===== src/rtl/i2c_pkg.sv =====
// Shared I2C definitions: slave FSM state type, byte framing constants and
// a small state classification helper. Intended to be shared with i2c_write.
`timescale 1ns/1ps

package i2c_pkg;

    typedef enum logic [2:0] {
        IDLE,
        ADDR,
        ADDR_ACK,
        REG,
        REG_ACK,
        DATA,
        DATA_ACK,
        IGNORE
    } i2c_slave_state_t;

    localparam int unsigned I2C_BITS_PER_BYTE = 8;
    localparam logic        I2C_RW_WRITE      = 1'b0;

    // States that shift in bits; a STOP in one of these with bits pending is a truncated frame
    function automatic logic is_byte_state(input i2c_slave_state_t s);
        return (s == ADDR) || (s == REG) || (s == DATA);
    endfunction

endpackage


===== src/rtl/i2c_line_sync.sv =====
// One bus line into the sys_clk domain: 2-flop synchroniser (preset to the
// idle-high bus level), optional stability filter, and rise/fall detect.
// Build option: define I2C_FILTER_EN to insert the FILTER_LEN-sample filter.
// Edge outputs are combinational from the last stage, so a pin change is acted
// on by the consumer 3 sys_clk later (3+FILTER_LEN with the filter).
`timescale 1ns/1ps

module i2c_line_sync #(
    parameter int unsigned FILTER_LEN = 4
) (
    input  logic sys_clk,
    input  logic rst,
    input  logic i_line,
    output logic o_level,
    output logic o_rise,
    output logic o_fall
);

`ifdef I2C_FILTER_EN
    localparam bit FILTER_ON = 1'b1;
`else
    localparam bit FILTER_ON = 1'b0;
`endif

    logic r_sync1;
    logic r_sync2;
    logic r_prev;
    logic w_level;

    // Two-stage synchroniser, idles high like the bus
    always_ff @(posedge sys_clk or negedge rst) begin
        if (!rst) begin
            r_sync1 <= 1'b1;
            r_sync2 <= 1'b1;
        end else begin
            r_sync1 <= i_line;
            r_sync2 <= r_sync1;
        end
    end

    generate
        if (FILTER_ON && (FILTER_LEN > 1)) begin : g_filter
            localparam int unsigned     CNT_W    = $clog2(FILTER_LEN);
            localparam logic [CNT_W-1:0] CNT_LOAD = CNT_W'(FILTER_LEN - 1);

            logic             r_filt;
            logic [CNT_W-1:0] r_cnt;

            // Down-counter runs while the input disagrees with the held level;
            // the level flips only when FILTER_LEN consecutive samples disagree
            always_ff @(posedge sys_clk or negedge rst) begin
                if (!rst) begin
                    r_filt <= 1'b1;
                    r_cnt  <= CNT_LOAD;
                end else if (r_sync2 == r_filt) begin
                    r_cnt <= CNT_LOAD;
                end else if (r_cnt == '0) begin
                    r_filt <= r_sync2;
                    r_cnt  <= CNT_LOAD;
                end else begin
                    r_cnt <= r_cnt - 1'b1;
                end
            end

            assign w_level = r_filt;
        end else begin : g_bypass
            assign w_level = r_sync2;
        end
    endgenerate

    // Previous level for edge detection
    always_ff @(posedge sys_clk or negedge rst) begin
        if (!rst) begin
            r_prev <= 1'b1;
        end else begin
            r_prev <= w_level;
        end
    end

    assign o_level = w_level;
    assign o_rise  = w_level & ~r_prev;
    assign o_fall  = ~w_level & r_prev;

endmodule


===== src/rtl/i2c_reg_slave.sv =====
// Write-only I2C register target, oversampled in the sys_clk domain.
// Accepts START, addr+W, register byte, data bytes..., STOP and emits one
// reg_wr strobe per data byte with an auto-incrementing register pointer.
// Never drives SCL. Build option: I2C_FILTER_EN (line glitch filter).
//
// state    | meaning
// ---------+-----------------------------------------------------------
// IDLE     | bus free or unaddressed, waiting for START
// ADDR     | shifting in 7-bit address + R/W
// ADDR_ACK | address matched, driving ACK for one SCL low/high period
// REG      | shifting in register pointer byte
// REG_ACK  | acknowledging register pointer
// DATA     | shifting in data byte
// DATA_ACK | acknowledging data byte (strobe already issued)
// IGNORE   | not for us (other address or read), wait for START/STOP
`timescale 1ns/1ps

module i2c_reg_slave
    import i2c_pkg::*;
#(
    parameter logic [6:0]  SLAVE_ADDR = 7'h1A,
    parameter int unsigned FILTER_LEN = 4
) (
    input  logic       sys_clk,
    input  logic       rst,
    input  logic       scl_in,
    input  logic       sda_in,
    output logic       sda_oe,
    output logic [7:0] reg_addr,
    output logic [7:0] reg_data,
    output logic       reg_wr,
    output logic       busy,
    output logic       err
);

    localparam logic [2:0] LAST_BIT = 3'(I2C_BITS_PER_BYTE - 1);

    logic w_scl_lvl, w_scl_rise, w_scl_fall;
    logic w_sda_lvl, w_sda_rise, w_sda_fall;
    logic w_start, w_stop;
    logic [7:0] w_byte;

    i2c_slave_state_t r_state, w_state_nxt;
    logic [2:0] r_bit_cnt, w_bit_cnt_nxt;
    logic [6:0] r_shift, w_shift_nxt;
    logic       r_bit_pend, w_bit_pend_nxt;
    logic       r_ack_half, w_ack_half_nxt;
    logic       r_inc_pend, w_inc_pend_nxt;
    logic       r_sda_oe, w_sda_oe_nxt;
    logic       r_busy, w_busy_nxt;
    logic       r_err, w_err_nxt;
    logic       r_reg_wr, w_reg_wr_nxt;
    logic [7:0] r_reg_addr, w_reg_addr_nxt;
    logic [7:0] r_reg_data, w_reg_data_nxt;

    i2c_line_sync #(.FILTER_LEN(FILTER_LEN)) u_scl_sync (
        .sys_clk (sys_clk),
        .rst     (rst),
        .i_line  (scl_in),
        .o_level (w_scl_lvl),
        .o_rise  (w_scl_rise),
        .o_fall  (w_scl_fall)
    );

    i2c_line_sync #(.FILTER_LEN(FILTER_LEN)) u_sda_sync (
        .sys_clk (sys_clk),
        .rst     (rst),
        .i_line  (sda_in),
        .o_level (w_sda_lvl),
        .o_rise  (w_sda_rise),
        .o_fall  (w_sda_fall)
    );

    assign w_start = w_sda_fall & w_scl_lvl;
    assign w_stop  = w_sda_rise & w_scl_lvl;
    assign w_byte  = {r_shift, w_sda_lvl};

    // Next-state and output decode; START/STOP pre-empt any SCL edge in the same cycle
    always_comb begin
        w_state_nxt    = r_state;
        w_bit_cnt_nxt  = r_bit_cnt;
        w_shift_nxt    = r_shift;
        w_bit_pend_nxt = r_bit_pend;
        w_ack_half_nxt = r_ack_half;
        w_inc_pend_nxt = 1'b0;
        w_sda_oe_nxt   = r_sda_oe;
        w_busy_nxt     = r_busy;
        w_err_nxt      = r_err;
        w_reg_wr_nxt   = 1'b0;
        w_reg_addr_nxt = r_reg_addr;
        w_reg_data_nxt = r_reg_data;

        if (r_inc_pend) begin
            w_reg_addr_nxt = r_reg_addr + 8'd1;
        end

        if (w_scl_fall) begin
            w_bit_pend_nxt = 1'b0;
        end

        if (w_start) begin
            w_state_nxt    = ADDR;
            w_bit_cnt_nxt  = '0;
            w_bit_pend_nxt = 1'b0;
            w_ack_half_nxt = 1'b0;
            w_sda_oe_nxt   = 1'b0;
            w_err_nxt      = 1'b0;
        end else if (w_stop) begin
            // The SCL rise that sets up a STOP is sampled like a bit; it only
            // becomes a real bit once SCL falls again, so it is not counted here.
            if (is_byte_state(r_state) &&
                ((r_bit_cnt - {2'b00, r_bit_pend}) != 3'd0)) begin
                w_err_nxt = 1'b1;
            end
            w_state_nxt    = IDLE;
            w_bit_cnt_nxt  = '0;
            w_bit_pend_nxt = 1'b0;
            w_ack_half_nxt = 1'b0;
            w_sda_oe_nxt   = 1'b0;
            w_busy_nxt     = 1'b0;
        end else begin
            case (r_state)
                ADDR, REG, DATA: begin
                    if (w_scl_rise) begin
                        w_shift_nxt    = w_byte[6:0];
                        w_bit_cnt_nxt  = r_bit_cnt + 3'd1;
                        w_bit_pend_nxt = 1'b1;
                        if (r_bit_cnt == LAST_BIT) begin
                            if (r_state == ADDR) begin
                                if ((w_byte[7:1] == SLAVE_ADDR) && (w_byte[0] == I2C_RW_WRITE)) begin
                                    w_state_nxt = ADDR_ACK;
                                    w_busy_nxt  = 1'b1;
                                end else begin
                                    w_state_nxt = IGNORE;
                                    w_busy_nxt  = 1'b0;
                                end
                            end else if (r_state == REG) begin
                                w_reg_addr_nxt = w_byte;
                                w_state_nxt    = REG_ACK;
                            end else begin
                                w_reg_data_nxt = w_byte;
                                w_reg_wr_nxt   = 1'b1;
                                w_inc_pend_nxt = 1'b1;
                                w_state_nxt    = DATA_ACK;
                            end
                        end
                    end
                end
                ADDR_ACK, REG_ACK, DATA_ACK: begin
                    if (w_scl_fall) begin
                        if (!r_ack_half) begin
                            w_sda_oe_nxt   = 1'b1;
                            w_ack_half_nxt = 1'b1;
                        end else begin
                            w_sda_oe_nxt   = 1'b0;
                            w_ack_half_nxt = 1'b0;
                            w_state_nxt    = (r_state == ADDR_ACK) ? REG : DATA;
                        end
                    end
                end
                default: begin
                end
            endcase
        end
    end

    // State and output registers
    always_ff @(posedge sys_clk or negedge rst) begin
        if (!rst) begin
            r_state    <= IDLE;
            r_bit_cnt  <= '0;
            r_shift    <= '0;
            r_bit_pend <= 1'b0;
            r_ack_half <= 1'b0;
            r_inc_pend <= 1'b0;
            r_sda_oe   <= 1'b0;
            r_busy     <= 1'b0;
            r_err      <= 1'b0;
            r_reg_wr   <= 1'b0;
            r_reg_addr <= '0;
            r_reg_data <= '0;
        end else begin
            r_state    <= w_state_nxt;
            r_bit_cnt  <= w_bit_cnt_nxt;
            r_shift    <= w_shift_nxt;
            r_bit_pend <= w_bit_pend_nxt;
            r_ack_half <= w_ack_half_nxt;
            r_inc_pend <= w_inc_pend_nxt;
            r_sda_oe   <= w_sda_oe_nxt;
            r_busy     <= w_busy_nxt;
            r_err      <= w_err_nxt;
            r_reg_wr   <= w_reg_wr_nxt;
            r_reg_addr <= w_reg_addr_nxt;
            r_reg_data <= w_reg_data_nxt;
        end
    end

    assign sda_oe   = r_sda_oe;
    assign reg_addr = r_reg_addr;
    assign reg_data = r_reg_data;
    assign reg_wr   = r_reg_wr;
    assign busy     = r_busy;
    assign err      = r_err;

endmodule


===== config.mk =====
export PLATFORM = sky130hd
export DESIGN_NAME = i2c_reg_slave
export DESIGN_NICKNAME = d
export VERILOG_FILES = /design/src/rtl/i2c_pkg.sv /design/src/rtl/i2c_line_sync.sv /design/src/rtl/i2c_reg_slave.sv
export SDC_FILE = /design/constraint.sdc
export NUM_CORES = 1
export LEC_CHECK = 0
export BUFFER_PORTS_ARGS = -buffer_cell sky130_fd_sc_hd__buf_2
export CORE_AREA = 2 2 86 88
export DETAILED_ROUTE_END_ITERATION = 10
export DIE_AREA = 0 0 88 90
export PLACE_DENSITY = 0.4
export SETUP_SLACK_MARGIN = 0.1
export SLEW_MARGIN = 20
export SYNTH_ARGS = -nofsm -noshare
export SYNTH_HDL_FRONTEND = slang
export SYNTH_SLANG_ARGS = --single-unit
export TNS_END_PERCENT = 5

===== constraint.sdc =====
create_clock -name sys_clk -period 2.45 [get_ports sys_clk]
set_input_delay 0.1225 -clock sys_clk [delete_from_list [all_inputs] [get_ports sys_clk]]
set_output_delay 0.1225 -clock sys_clk [all_outputs]
set_load 0.01 [all_outputs]

# After elaboration in Yosys (flattened, before gate mapping)
# Index checks and enable logic that the tools add are counted.
[classes]
n_addsub = 3
eq_ne = 12
n_mux = 49
n_bitwise = 14
n_reduce_logical = 25
[op_table]
columns = ["op", "count"]
rows = [
  ["2-to-1 mux 8 bit", 8],
  ["2-to-1 mux 3 bit", 13],
  ["2-to-1 mux 1 bit", 26],
  ["nonzero test 3 bit", 5],
  ["equality test 3 bit (second input constant)", 4],
  ["nonzero test 2 bit", 6],
  ["AND reduction 5 bit", 2],
  ["adder 8 x 1 -> 8 bit (second input constant)", 1],
  ["inequality test 4 x 3 -> 1 bit (second input constant)", 2],
  ["inequality test 4 bit (second input constant)", 2],
  ["NOT 1 bit", 8],
  ["equality test 7 x 5 -> 1 bit (second input constant)", 1],
  ["AND reduction 7 bit", 1],
  ["AND 1 bit", 6],
  ["equality test 3 x 2 -> 1 bit (second input constant)", 2],
  ["one-hot mux 3 bit (2 select lines)", 1],
  ["AND reduction 2 bit", 3],
  ["OR reduction 3 bit", 2],
  ["AND reduction 4 bit", 1],
  ["nonzero test 4 bit", 1],
  ["adder 3 x 1 -> 3 bit (second input constant)", 1],
  ["equality test 3 x 1 -> 1 bit (second input constant)", 1],
  ["subtractor 3 x 1 -> 3 bit", 1],
  ["logical AND 1 bit", 2],
  ["2 further kinds", 3],
]
[word_totals]
regBits = 40
input_bits = 4
out_inout_bits = 20
elab_cells = 119

# Depth between registers and ports, before layout
[logic_depth]
word_depth = 9
depth_mapped = 7

# Modules after synthesis
# A second synthesis with hierarchy kept.
[unflattened]
cells_unflattened = 155
area_unflattened_um2 = 1828.0
[modules_own_cells]
columns = ["mod", "n_inst", "cells_per_inst", "area_each_um2", "seq_area_each_um2"]
rows = [
  ["i2c_reg_slave", 1, 145, 1640.3, 850.8],
  ["i2c_line_sync", 2, 5, 93.8, 78.8],
]

# Worst setup path after synthesis
# No wires, ideal clock.
[synth_timing]
path_type = "flip-flop to flip-flop"
startpoint = "register u_sda_sync.r_sync2, in the netlist u_sda_sync.o_level"
endpoint = "register r_reg_data[0], in the netlist reg_data[0]"
t_arrival_ns = 1.903
t_required_ns = 2.325
setup_slack_ns = 0.422
path_stages_with_launch = 7
period_less_slack_ns = 2.028
path_cell_list = "dfstp_2 > buf_2 > xor2_1 > or4b_1 > buf_6 > nor2_8 > mux2_4"
[synth_between]
elab_chain_len = 5
word_cells_on_any_way = 8
cone_classes = "7 x bitwise; 1 x reduce/logical"
[synth_rtl]
columns = ["element", "line_no", "source"]
rows = [
  ["from (decl)", "i2c_line_sync.sv:26", "logic r_sync2;"],
  ["from (signal assigned)", "i2c_line_sync.sv:37", "r_sync2 <= r_sync1;"],
  ["NOT 1 bit", "i2c_line_sync.sv:82", "assign o_fall = ~w_level & r_prev;"],
  ["AND 1 bit", "i2c_line_sync.sv:82", ""],
  ["AND 1 bit", "i2c_reg_slave.sv:74", "assign w_start = w_sda_fall & w_scl_lvl;"],
  ["NOT 1 bit (no line)", "--", ""],
  ["AND reduction 7 bit (no line)", "--", ""],
  ["to (signal assigned)", "i2c_reg_slave.sv:194", "r_reg_data <= w_reg_data_nxt;"],
  ["to (decl)", "i2c_reg_slave.sv:54", "logic [7:0] r_reg_data, w_reg_data_nxt;"],
]
# Parallel ways exist; a longest one is shown, timed or not.
# A chain may end at the register's enable or synchronous reset.

# Worst setup path after layout
[layout_timing]
startpoint = "register u_scl_sync.r_sync2, in the netlist u_scl_sync.o_level"
endpoint = "register r_reg_data[6], in the netlist reg_data[6]"
[layout_between]
elab_chain_len = 3
word_cells_on_any_way = 6
cone_classes = "5 x bitwise; 1 x reduce/logical"
[layout_rtl]
columns = ["element", "line_no"]
rows = [
  ["from (decl)", "i2c_line_sync.sv:26"],
  ["from (signal assigned)", "i2c_line_sync.sv:37"],
  ["AND 1 bit, on equally long branches", "i2c_reg_slave.sv:75, i2c_reg_slave.sv:74"],
  ["NOT 1 bit (no line)", "--"],
  ["AND reduction 7 bit (no line) *", "--"],
]
# Mark *: on every way between the ends. The rest lies on a longest branch, timed or not.

==> qor.yml <==
sta:
  setup_slack_ps: 313.2
  finalSetupViolations: 0
  hold_viol: 0
  finalCriticalPeriod_ps: 2137
  finClkSkew_ps: 10.00
  fin_setup_tns_ps: 0
  worst_pin_slew_ps: 892.1
  maxSlewViolCount: 0
  clock.fmax_mhz: 468.0
  maxSlewHeadroom_pct: 40.53
  period_share_pct: 87.22
  rsz0062_at_grt: "no"
  hold_ws_ps: 359.0
power_and_ir_drop:
  power_density_mw_per_mm2: 729.1
  fin_total_pwr_mw: 1.632
  leakage_nw: 1.072
  vdd_drop_max_mv: 0.2433
clock_network:
  cts_buffers: 5
  cts_sinks: 40
  cts_resized: 0
  clock_path_buffers: 2
  clkSlewWorstSetupHoldPaths_ps: 80
  clock_latency_ps: 290
  cts_tree: "built"
  h-tree-depth: 2
  root_buffer: "clkbuf_8"
final_layout:
  stdcell_area_mm2: 0.002238
  antennaDiodeCount: 0
  nets: 201
  drive_gt1_share_pct: 29.90
  fin_util_pct: 31.88
  final_cells: 293
  fillers: 737
  area_delta_synth_final_pct: 18.79
  final_cell_mix: "dfrtp_1 (34), buf_2 (23), nand2_1 (18), o21ai_0 (13), nor2_1 (10)"
  final_common_cell: "dfrtp_1"
setup_path:
  cp_slowest_stage_delay_ps: 650
  crit_path_start_kind: "register"
  arrival_ps: 2310
  crit_path_top_delay_cell: "or4b_1"
  critPathMaxFanout: 12
  r2r_slack_ps: 310
  path_class: "register to register"
  cp.required_ps: 2630
  endpoint_kind: "register"
  path_cells: "inv_1 > or4b_1 > nor2_8 > mux2_4"
yosys:
  synth_ff_type: "dfrtp_1"
  synth_mux_area_share_pct: 12.15
  synth-edff-count: 0
  synth_top_area_share_pct: 45.15
  synth_compound_area_share_pct: 10.42
  ys_ff_latch: 40
  synth_fa_ha_area_share_pct: 2.656
  syn_area_per_cell_um2: 11.70
  ys_seq_area_share_pct: 53.52
  synth_top_family_by_area: "simple AND/OR/NAND/NOR gates"
  synth_cell_type_count: 37
  ys_warn_count: 0
  syn_inst: 161
  syn_area_mm2: 0.001884
  synth_area_leaders: "dfrtp_1 (45%), dfstp_2 (8.4%), mux2_4 (6.4%), mux2_2 (4.2%), nand2_1 (3.6%)"
  async_reset_ff_share_pct: 100.0
  yosysTopAreaCell: "dfrtp_1"
  synthSimpleGateAreaFrac_pct: 13.55
  synth_nets: 169
  synth_xor_area_share_pct: 5.113
drt:
  drt_iter0_drc: 69
  postRouteAntennaNets: 0
  dr.pass1.iters: 4
  wirelength_mm: 3.819
  viasPerCell: 4.369
  num_vias: 1280
  drc_errors: 0
  post_drt_wl_per_cell_um: 13.03
placement:
  io_buffers: 23
  gp_congestion: 0.8296
  dp.cells: 282
  preCtsSetupSlack_ps: 328.3
  dp_hpwl_mm: 2.691
  dpl_cell_area_mm2: 0.002123
floorplanning:
  die_area_mm2: 0.007920
  pin_count: 24
  start_util_pct: 26.84
  fp-row-count: 31
  die_w_um: 88
  dieHeight_um: 90
  fp.coreArea_mm2: 0.007020
grt:
  grt_max_degree: 41
  grt_pass1_vias: 1331
  grt_overflow: 0
  antenna_found_initial: 0
  grt_pass1_wl_mm: 6.589
  grt_usage_pct: 10.69
flow_run:
  maxCapViolCount: 0
status:
  status: "finished, final reports clean"
min_path:
  min_path_type: "register to register"
[report_power, final]
| part | switching, mW | internal, mW | total, mW |
|---|---|---|---|
| clock network | 0.228 | 0.199 | 0.427 |
| logic | 0.157 | 0.175 | 0.332 |
| registers | 0.125 | 0.748 | 0.873 |
[sequential cells by signal (all words and copies together), names as in the netlist, 3 cells and up]
name and flops:
r_bit_cnt 3, r_shift 7, r_state 3, reg_addr 8
reg_data 8
[routing by layer]
layer / share of wire, % / vias up / track usage (%)
met2: 44 / 26 / 14.84
met5: 0 / - / 0
li1: - / 625 / -
met4: 1.9 / 0 / 4.615
met1: 50 / 623 / 15.56
met3: 3.6 / 6 / 2.663
[path summary, 6_finish.rpt]
| path | cells past startpoint | end | start |
|---|---|---|---|
| setup / recovery | 4 | reg_data[6] | u_scl_sync.o_level |
| hold / removal | 0 | u_scl_sync.o_level | u_scl_sync.r_sync1 |
| setup reg to reg | 4 | reg_data[6] | u_scl_sync.o_level |
| hold reg to reg | 0 | u_scl_sync.o_level | u_scl_sync.r_sync1 |
| max in group asynchronous | 2 | sda_oe | rst |
| min in group asynchronous | 2 | reg_data[1] | rst |
[cell families (layout without fill, tap and decap cells)]
family                   after synthesis  in the layout
AO/OA/AOI/OAI                         30             30
XOR/XNOR                              11             11
adder cells (fa/ha/maj)                4              4
buffers and inverters                 10             43
flip-flops                            40             40
multiplexers                          18             18
AND/OR/NAND/NOR                       48             48
[cells in the mapped netlist (2+ instances only)]
library cell,n
nand4_1,2
nor3_1,2
nand2b_1,3
nor2_1,10
dfrtp_1,34
and3_1,2
or4b_1,2
nand3b_1,4
xnor2_1,6
o21ai_0,13
buf_2,3
dfstp_2,6
mux2i_1,3
mux2_4,8
nand2_1,18
inv_1,5
ha_1,4
a21oi_1,7
xor2_1,5
mux2_2,7
[cell type report]
cell class	count	area (µm²)	share of cell area, %
Tap cell	99	123.9	5.534
Timing Repair Buffer	30	175.2	7.826
Inverter	5	18.77	0.8385
Multi-Input combinational cell	111	827.0	36.95
Clock buffer	6	72.57	3.242
Sequential cell	40	1008	45.05
Clock inverter	2	12.51	0.5590
[worst max-delay path, delay by kind of cell, from the launching register on]
| kind | cells | cell delay (ps) |
|---|---|---|
| DFF | 1 | 640 |
| and+or+nand+nor | 2 | 920 |
| muxes | 1 | 330 |
| buffers and inverters | 1 | 120 |
[timing repair]
action,4_1_cts,5_1_grt
hold buffers,3,0
endpoints found under the hold margin,29,0
setup buffers,0,0
Note: power is estimated with default switching activity, not from simulation.
